### src/rtl/note_fall_engine.sv
// Falling-note frame engine: shifts a ROWS x COLS note frame down one row per tick, judges key presses, keeps score.
// Latency: tick_in rise -> note_ready strobe 3 clk later, frame shifts on the following edge; hit/miss pulses 1 clk after the event.
// Backpressure: note_ready is a 1-cycle strobe on each active step; the chart source holds note_valid/note_data until accepted.
// Optional feature: define NOTE_FALL_COMBO_EN to enable the combo counter and double points above COMBO_BONUS.
module note_fall_engine #(
  parameter int COLS        = 8,
  parameter int ROWS        = 8,
  parameter int SCORE_MAX   = 9999,
  parameter int COMBO_BONUS = 10
) (
  input  logic                    clk,
  input  logic                    rst_n,
  input  logic                    tick_in,
  input  logic                    start,
  input  logic                    pause,
  input  logic                    chart_end,
  input  logic                    note_valid,
  input  logic [COLS-1:0]         note_data,
  output logic                    note_ready,
  input  logic [COLS-1:0]         key,
  input  logic [$clog2(ROWS)-1:0] row_sel,
  output logic [COLS-1:0]         row_data,
  output logic                    hit_pulse,
  output logic                    miss_pulse,
  output logic [13:0]             score,
  output logic [9:0]              miss_cnt,
  output logic [7:0]              combo,
  output logic                    done
);

  localparam int CW = $clog2(COLS + 1);
  localparam logic [14:0] SMAX = 15'(SCORE_MAX);

  typedef enum logic [1:0] {IDLE, RUN, DRAIN, FIN} state_t;

  state_t          state, state_nx;
  logic [COLS-1:0] frame [ROWS];
  logic            tick_s1, tick_s2, tick_q, step;
  logic [COLS-1:0] key_q, kedge, hits, misses;
  logic            active, running, frame_empty, shift, combo_ok;
  logic [CW-1:0]   hit_cnt, miss_add;
  logic [14:0]     score_sum;
  logic [10:0]     miss_sum;
  logic [CW:0]     pts;

  function automatic logic [CW-1:0] popcnt(input logic [COLS-1:0] v);
    logic [CW-1:0] n;
    n = '0;
    for (int i = 0; i < COLS; i++) n = n + CW'(v[i]);
    return n;
  endfunction

  // tick synchroniser, rising-edge detect registered into a 1-cycle step, key history
  always_ff @(posedge clk or negedge rst_n) begin
    if (!rst_n) begin
      tick_s1 <= 1'b0;
      tick_s2 <= 1'b0;
      tick_q  <= 1'b0;
      step    <= 1'b0;
      key_q   <= '0;
    end else begin
      tick_s1 <= tick_in;
      tick_s2 <= tick_s1;
      tick_q  <= tick_s2;
      step    <= tick_s2 & ~tick_q;
      key_q   <= key;
    end
  end

  // state register
  always_ff @(posedge clk or negedge rst_n) begin
    if (!rst_n) state <= IDLE;
    else        state <= state_nx;
  end

  // next-state: start always (re)enters RUN and beats chart_end
  always_comb begin
    state_nx = state;
    case (state)
      IDLE:    if (start) state_nx = RUN;
      RUN:     if (start) state_nx = RUN;
               else if (chart_end) state_nx = DRAIN;
      DRAIN:   if (start) state_nx = RUN;
               else if (frame_empty) state_nx = FIN;
      FIN:     if (start) state_nx = RUN;
      default: state_nx = IDLE;
    endcase
  end

  // state-decoded controls
  always_comb begin
    active  = ((state == RUN) || (state == DRAIN)) && !pause;
    running = (state == RUN) && !pause;
    done    = (state == FIN);
  end

  // judging, shifting and counter arithmetic against the pre-shift judge row
  always_comb begin
    frame_empty = 1'b1;
    for (int r = 0; r < ROWS; r++) if (frame[r] != '0) frame_empty = 1'b0;
    kedge      = key & ~key_q;
    note_ready = step & running;
    shift      = step & active;
    hits       = active ? (kedge & frame[ROWS-1]) : '0;
    misses     = shift ? (frame[ROWS-1] & ~hits) : '0;
    hit_cnt    = popcnt(hits);
    miss_add   = popcnt(misses);
    pts        = combo_ok ? {hit_cnt, 1'b0} : {1'b0, hit_cnt};
    score_sum  = {1'b0, score} + 15'(pts);
    miss_sum   = {1'b0, miss_cnt} + 11'(miss_add);
    row_data   = frame[row_sel];
  end

  // frame: start clears, step shifts in the accepted chart row (or zeros), hits clear judge-row bits
  always_ff @(posedge clk or negedge rst_n) begin
    if (!rst_n) begin
      for (int r = 0; r < ROWS; r++) frame[r] <= '0;
    end else if (start) begin
      for (int r = 0; r < ROWS; r++) frame[r] <= '0;
    end else if (shift) begin
      for (int r = ROWS - 1; r > 0; r--) frame[r] <= frame[r-1];
      frame[0] <= (note_valid && note_ready) ? note_data : '0;
    end else if (hits != '0) begin
      frame[ROWS-1] <= frame[ROWS-1] & ~hits;
    end
  end

  // saturating score / miss counters and registered event pulses
  always_ff @(posedge clk or negedge rst_n) begin
    if (!rst_n) begin
      score      <= '0;
      miss_cnt   <= '0;
      hit_pulse  <= 1'b0;
      miss_pulse <= 1'b0;
    end else if (start) begin
      score      <= '0;
      miss_cnt   <= '0;
      hit_pulse  <= 1'b0;
      miss_pulse <= 1'b0;
    end else begin
      score      <= (score_sum > SMAX) ? SMAX[13:0] : score_sum[13:0];
      miss_cnt   <= miss_sum[10] ? 10'h3FF : miss_sum[9:0];
      hit_pulse  <= (hits != '0);
      miss_pulse <= (misses != '0);
    end
  end

`ifdef NOTE_FALL_COMBO_EN
  logic [8:0] combo_sum;

  // combo restarts from this cycle's hits whenever a note is lost
  always_comb begin
    combo_sum = ((misses != '0) ? 9'd0 : {1'b0, combo}) + 9'(hit_cnt);
    combo_ok  = (combo >= 8'(COMBO_BONUS));
  end

  // saturating combo register
  always_ff @(posedge clk or negedge rst_n) begin
    if (!rst_n)     combo <= '0;
    else if (start) combo <= '0;
    else            combo <= combo_sum[8] ? 8'hFF : combo_sum[7:0];
  end
`else
  // no combo tracking: flat one point per hit
  always_comb begin
    combo    = 8'd0;
    combo_ok = (combo >= 8'(COMBO_BONUS));
  end
`endif

endmodule

### config.mk
export PLATFORM = sky130hd
export DESIGN_NAME = note_fall_engine
export DESIGN_NICKNAME = d
export VERILOG_FILES = /design/src/rtl/note_fall_engine.sv
export SDC_FILE = /design/constraint.sdc
export NUM_CORES = 1
export LEC_CHECK = 0
export CORE_MARGIN = 2
export CORE_UTILIZATION = 56
export DETAILED_ROUTE_END_ITERATION = 8
export PLACE_DENSITY = 0.89
export SYNTH_ARGS = -nofsm -noshare
export SYNTH_HDL_FRONTEND = slang
export SYNTH_SLANG_ARGS = --single-unit
### constraint.sdc
create_clock -name clk -period 7.2 [get_ports clk]
set_clock_uncertainty 0.2 [all_clocks]
set_input_delay 1.44 -clock clk [delete_from_list [all_inputs] [get_ports clk]]
set_output_delay 1.44 -clock clk [all_outputs]
set_load 0.1 [all_outputs]
==> metrics.md, run 1 <==
| Metric | Value |
|---|---|
| Yosys cell types | 61 |
| P_sw | 0.000342 W |
| Die X-Extent | 105 microns |
| Die Height | 105 microns |
| Sum Neg Setup Slack | 0 ns |
| Initial Utilization | 0.582 |
| TritonCTS buffer count | 9 |
| Synth top area share | 0.454 |
| Peak Freq | 150 MHz |
| CP endpoint kind | flop |
| FILL cells | 699 |
| Post-Synth Adder-Cell Area | 0.0676 |
| Mean Syn Cell Area | 9.89 sq um |
| Sequential Power Share | 0.507 |
| Cell Pwr Density | 178 nW/um^2 |
| Post-CTS Setup Inserts | 0 |
| PnR worst setup slack | 0.552 ns |
| Clk network pwr share | 0.349 |
| CP startpoint kind | input pin |
| Largest family of logic cells by synthesized area | simple AND/OR/NAND/NOR gates |
| WS Path Type | in2reg |
| Post-synth ARST share | 1.00 |
| DP Area | 6390 sq um |
| Yosys reg bits | 104 |
| Ports | 70 |
| Hold_buf cts | 0 |
| Status | finished clean |
| Synth Instances | 580 |
| XOR/XNOR Fraction of Synth Area | 0.0229 |
| Number of max-cap violations | 0 |
| Final Cycle Share | 0.923 |
| DRC viols | 0 |
| Synth area leaders | dfrtp_1 45%, nand2_1 8.4%, a21oi_1 6.5% |
| Worst Path Required | 7.28 ns |
| Worst-path maximum fanout | 6 |
| Dominant synthesized flop cell | dfrtp_1 |
| Pleak | 2.84 nW |
| Slew margin rel. | 0.329 |
| IO Port Bufs | 61 |
| Synthesis-to-layout area growth | 15.3% |
| Initial antenna violation count | 0 |
| Mux share of post-synthesis cell area | 0.0803 |
| Diode count | 0 |
| Final Hold Viols | 0 |
| WL/cell | 17.9 microns |
| Post-route ant nets | 0 |
| Worst Tran Pin Value | 1.00 ns |
| Cell Area, Synth | 5740 sq um |
| First-pass GRT wire length | 22.3 mm |
| Clk_lat worst skew | 0.38 ns |
| GRT Overall Usage | 0.253 |
| DPL Wire Length | 9.60 mm |
| Gpl congestion | 0.957 |
| Layout cells sized above 1 | 0.103 |
| Initial drt markers | 557 |
| CTS sink count | 104 |
| Simple-gate portion of the synthesized area | 0.204 |
| Syn. warnings | 0 |
| GRT overflow | 0 |
| Commonest cells post-synth | 128 x nand2_1, 104 x dfrtp_1, 75 x a21oi_1 |
| Count leader, synth | nand2_1 |
| RSZ-0062 raised after global routing | false |
| Core area | 9860 sq um |
| Post-layout util | 0.671 |
| Combinational power share | 0.144 |
| Wirelength, routed | 13.7 mm |
| Synth area leader | dfrtp_1 |
| Via count | 4704 |
| Row count | 36 |
| Pre-CTS WS | 0.157 ns |
| CTS tree | yes |
| HP Class | reg2reg |
| Reg clk slew, reported paths | 0.11 ns |
| Fin crit period | 6.65 ns |
| Final Hold Slack | 0.174 ns |
| Die area | 11100 sq um |
| Peak supply drop | 0.139 mV |
| Post-synthesis sequential area ratio | 0.454 |
| Max-slew violations | 0 |
| Largest net degree at the start of global routing | 85 |
| Root buf cell | clkbuf_8 |
| Worst EP arrival | 6.73 ns |
| Reg2reg setup slack | 1.34 ns |
| Post-synth EDFFs | 0 |
| Int Power | 0.000837 W |
| Synth Area in Compound Gates | 0.124 |
| H-tree depth | 3 |
| DR pass1 iterations | 6 |
| Max clock buf depth | 2 |
| Final Cell Area | 6620 sq um |
| DR vias/cell | 6.15 |
| Post-CTS sizing | 0 |
| Sw frac | 0.290 |
| Final setup fails | 0 |
| Vias in the first global route | 4387 |
| Final #Nets | 678 |
-- power groups by stage --
stage	Combinational, W	Sequential, W	Clock (W)
after floorplan	0.000120	0.000608	0
after global placement	0.000167	0.000609	0
after detailed placement	0.000170	0.000609	0
after CTS	0.000170	0.000598	0.000417
after global routing	0.000186	0.000599	0.000439
final	0.000170	0.000598	0.000411
-- routing by layer --
metal	routed length, microns	GRT usage	vias to the layer above	part of all wire
met3	1060	0.0421	32	0.078
met1	5570	0.355	2275	0.41
met2	6710	0.399	276	0.49
met5	0	0	-	0
li1	-	-	2121	-
met4	325	0.0905	0	0.024
-- state kept, by name, indices dropped and copies added, names as in the netlist --
name / cells
miss_cnt: 10
tick_q: 1
score: 14
key_q: 8
frame: 64
state: 2
step: 1
hit_pulse: 1
tick_s2: 1
tick_s1: 1
miss_pulse: 1
-- area by class of cell --
class                   count  area (sq um)  area share
flip-flops and latches    104          2600       0.393
repair buffers             68           656      0.0991
well taps                 133           166      0.0252
multi-input cells         425          2890       0.437
inverters                  19          71.3      0.0108
clock buffers               9           124      0.0187
clock inverters             7           101      0.0153
-- worst max-delay path, cell delays in order --
cell             delay (ns)
clkdlybuf4s50_1        0.59
nor2_1                 0.13
nand4b_1               0.17
inv_2                  0.06
fa_1                   0.49
inv_1                  0.05
fa_1                   0.54
inv_1                  0.06
fa_1                   0.50
fa_1                   0.50
fa_1                   0.45
a21o_1                 0.24
or4b_1                 0.48
nor4_2                 0.18
a211oi_2               0.11
nor4_4                 0.41
a211oi_2               0.11
and2_1                 0.21
-- placed cells by master (no fill, tap or decap), drive strengths merged, types with 10 or more instances in the layout --
master | Yosys | routed
dfrtp | 104 | 104
fa | 10 | 10
and2 | 15 | 15
a21oi | 77 | 77
a211oi | 10 | 10
ha | 15 | 15
inv | 19 | 22
clkdlybuf4s50 | 0 | 59
nor4 | 20 | 20
mux4 | 16 | 16
nand2 | 129 | 129
nor2 | 22 | 22
-- final timing paths --
path | startpoint | to | cells after the start
min in group asynchronous | rst_n | score[7] | 1
max in group asynchronous | rst_n | frame[1] | 2
worst min register to register | tick_s2 | tick_q | 0
worst max-delay path | pause | score[6] | 18
worst min-delay path | tick_s2 | tick_q | 0
worst max register to register | state[0] | score[6] | 19
-- per-stage QoR --
stage	total power (W)	instances
3_5_place_dp	0.000779	749
2_1_floorplan	0.000728	587
5_1_grt	0.00122	765
3_3_place_gp	0.000775	749
6_report	0.00118	765
4_1_cts	0.00119	765
-- cells by family (layout without fill, tap and decap cells) --
family,Yosys count,after routing
AND/OR/NAND/NOR,237,237
AO/OA/AOI/OAI,115,115
flip-flops,104,104
buffers and inverters,58,103
adder cells (fa/ha/maj),25,25
multiplexers,25,25
XOR/XNOR,15,15
other,1,8
Note: power is estimated with default switching activity, not from simulation.
==> inputs of run 2 (changes only) <==
--- a/config.mk
+++ b/config.mk
@@ -9,6 +9,7 @@
 export CORE_UTILIZATION = 56
 export DETAILED_ROUTE_END_ITERATION = 8
 export PLACE_DENSITY = 0.89
+export RECOVER_POWER = 25
 export SYNTH_ARGS = -nofsm -noshare
 export SYNTH_HDL_FRONTEND = slang
 export SYNTH_SLANG_ARGS = --single-unit
==> run 2 against run 1 <==
  * The flow now finishes with violations (capacitance limit, slew limit)
  * Core utilization down 0.063 points
  * Fmax down 0.13%
  * Worst hold slack about the same
  * Sequential power about the same
  * Final area about the same
  * Register-to-register slack about the same
  * Clock power about the same
  * Critical path type unchanged
  * Critical endpoint unchanged
  * Largest cell class unchanged
==> metrics.md, run 2 (same netlist as run 1, synthesis figures left out) <==
| Metric | Value |
|---|---|
| Worst-path maximum fanout | 6 (unchanged) |
| Largest reg by FF count | frame (unchanged) |
| Hold Path Depth | 0 (unchanged) |
| Fin crit period | 6.66 ns (was 6.65 ns) |
| Peak Freq | 150 MHz (about the same) |
| Vias in the first global route | 4387 (unchanged) |
| CTS tree | yes (unchanged) |
| FILL cells | 701 (was 699) |
| Die area | 11100 sq um (unchanged) |
| Post-route ant nets | 0 (unchanged) |
| Final setup fails | 0 (unchanged) |
| RSZ-0062 raised after global routing | false (unchanged) |
| DR pass1 iterations | 5 (was 6) |
| Commonest cells after routing, fill and taps aside | 128 x nand2_1, 104 x dfrtp_1, 75 x a21oi_1 (unchanged) |
| Regs by FF count | frame (64), score (14), miss_cnt (10) (unchanged) |
| Initial Utilization | 0.582 (unchanged) |
| Via count | 4712 (was 4704) |
| Final Hold Viols | 0 (unchanged) |
| Worst min-delay path startpoint | tick_s2 (unchanged) |
| DPL Wire Length | 9.60 mm (unchanged) |
| Diode count | 0 (unchanged) |
| DRC viols | 0 (unchanged) |
| DR vias/cell | 6.16 (was 6.15) |
| Row count | 36 (unchanged) |
| Max-slew violations | 107 (was 0) |
| Status | finished, violations left (was finished clean) |
| Synthesis-to-layout area growth | 15.2% (was 15.3%) |
| IO Port Bufs | 61 (unchanged) |
| Wirelength, routed | 13.7 mm (about the same) |
| Post-CTS Setup Inserts | 0 (unchanged) |
| Die Height | 105 microns (unchanged) |
| Die X-Extent | 105 microns (unchanged) |
| First-pass GRT wire length | 22.3 mm (unchanged) |
| Max reg flops | 64 (unchanged) |
| TritonCTS buffer count | 9 (unchanged) |
| Post-CTS sizing | 0 (unchanged) |
| Pre-CTS WS | 0.157 ns (unchanged) |
| Slew margin rel. | -0.337 (was 0.329) |
| Cell Pwr Density | 178 nW/um^2 (about the same) |
| Max clock buf depth | 2 (unchanged) |
| Hold_buf cts | 0 (unchanged) |
| Core area | 9860 sq um (unchanged) |
| Gpl congestion | 0.957 (unchanged) |
| Reg2Reg Launch Point | state[0] (unchanged) |
| Worst Path Required | 7.28 ns (about the same) |
| WL/cell | 17.9 microns (about the same) |
| CP endpoint kind | flop (unchanged) |
| Most common cell after layout, fill and taps aside | nand2_1 (unchanged) |
| Clk_lat worst skew | 0.38 ns (about the same) |
| HP Class | reg2reg (unchanged) |
| Initial drt markers | 499 (was 557) |
| Final Cycle Share | 0.925 (was 0.923) |
| Ports | 70 (unchanged) |
| CP startpoint kind | input pin (unchanged) |
| Reg clk slew, reported paths | 0.11 ns (about the same) |
| Worst Tran Pin Value | 2.01 ns (was 1.00 ns) |
| Multi-input logic area | 2890 sq um (unchanged) |
| Layout cells sized above 1 | 0.101 (was 0.103) |
| Root buf cell | clkbuf_8 (unchanged) |
| Reg area | 2600 sq um (unchanged) |
| GRT overflow | 0 (unchanged) |
| Peak supply drop | 0.137 mV (was 0.139 mV) |
| Final #Nets | 678 (unchanged) |
| GRT Overall Usage | 0.253 (unchanged) |
| WS Path Type | in2reg (unchanged) |
| FF-to-FF path depth | 19 (unchanged) |
| Initial antenna violation count | 0 (unchanged) |
| Number of max-cap violations | 2 (was 0) |
| PnR worst setup slack | 0.543 ns (was 0.552 ns) |
| Worst EP arrival | 6.74 ns (was 6.73 ns) |
| CP startpoint | pause (unchanged) |
| Pleak | 2.84 nW (about the same) |
| Largest net degree at the start of global routing | 85 (unchanged) |
| Failing checks | capacitance limit, slew limit |
| CTS sink count | 104 (unchanged) |
| H-tree depth | 3 (unchanged) |
| Sum Neg Setup Slack | 0 ns (unchanged) |
[run 2: changes by cell type in the layout (fill, tap and decap cells not counted)]
cell and change:
dlygate4sd3_1 +9, clkbuf_2 +1, clkbuf_1 +1, clkdlybuf4s50_1 -9
buf_4 -2
[run 2: path summary, 6_finish.rpt]
path | to | slack [ns]
setup / recovery | score[6] | 0.54
hold / removal | tick_q | 0.17
setup reg to reg | score[6] | 1.34
hold reg to reg | tick_q | 0.17
max in group asynchronous | frame[7] | 2.90
min in group asynchronous | score[7] | 1.41
[run 2: power breakdown]
| part | switching, W | internal (W) |
|---|---|---|
| registers | 0.00000584 | 0.000592 |
| logic | 0.000125 | 0.0000440 |
| clock network | 0.000211 | 0.000199 |
[run 2: routing by layer]
metal | GRT usage | part of all wire | up-vias | routed length, microns
met1 | 0.355 | 0.41 | 2287 | 5660
met3 | 0.0421 | 0.074 | 35 | 1020
met5 | 0 | 0 | - | 0
met4 | 0.0905 | 0.024 | 0 | 332
li1 | - | - | 2118 | -
met2 | 0.399 | 0.49 | 272 | 6700
[run 2: worst max-delay path, stage by stage]
cell,delay [ns]
clkdlybuf4s50_1,0.59
nor2_1,0.13
nand4b_1,0.16
inv_2,0.06
fa_1,0.49
inv_1,0.05
fa_1,0.54
inv_1,0.06
fa_1,0.50
fa_1,0.50
fa_1,0.45
a21o_1,0.24
or4b_1,0.48
nor4_2,0.18
a211oi_2,0.11
nor4_4,0.41
a211oi_2,0.12
and2_1,0.21
[run 2: per-stage QoR]
step | utilization | std cells | total power (W) | hold WS, ns | cell area [sq um]
2_1_floorplan | - | 587 | 0.000728 | 0.131 | 5760
3_3_place_gp | 0.648 | 749 | 0.000775 | 0.132 | 6390
3_5_place_dp | 0.648 | 749 | 0.000779 | 0.148 | 6390
4_1_cts | 0.671 | 765 | 0.00119 | 0.178 | 6620
5_1_grt | 0.670 | 765 | 0.00122 | 0.183 | 6610
6_report | 0.670 | 765 | 0.00118 | 0.174 | 6610
[run 2: layout make-up]
cell class,instances,area share
tap,133,0.0252
multi-input combinational,425,0.438
timing repair buffer,68,0.0983
clock buffer,9,0.0187
sequential,104,0.394
clock inverter,7,0.0153
inverter,19,0.0108
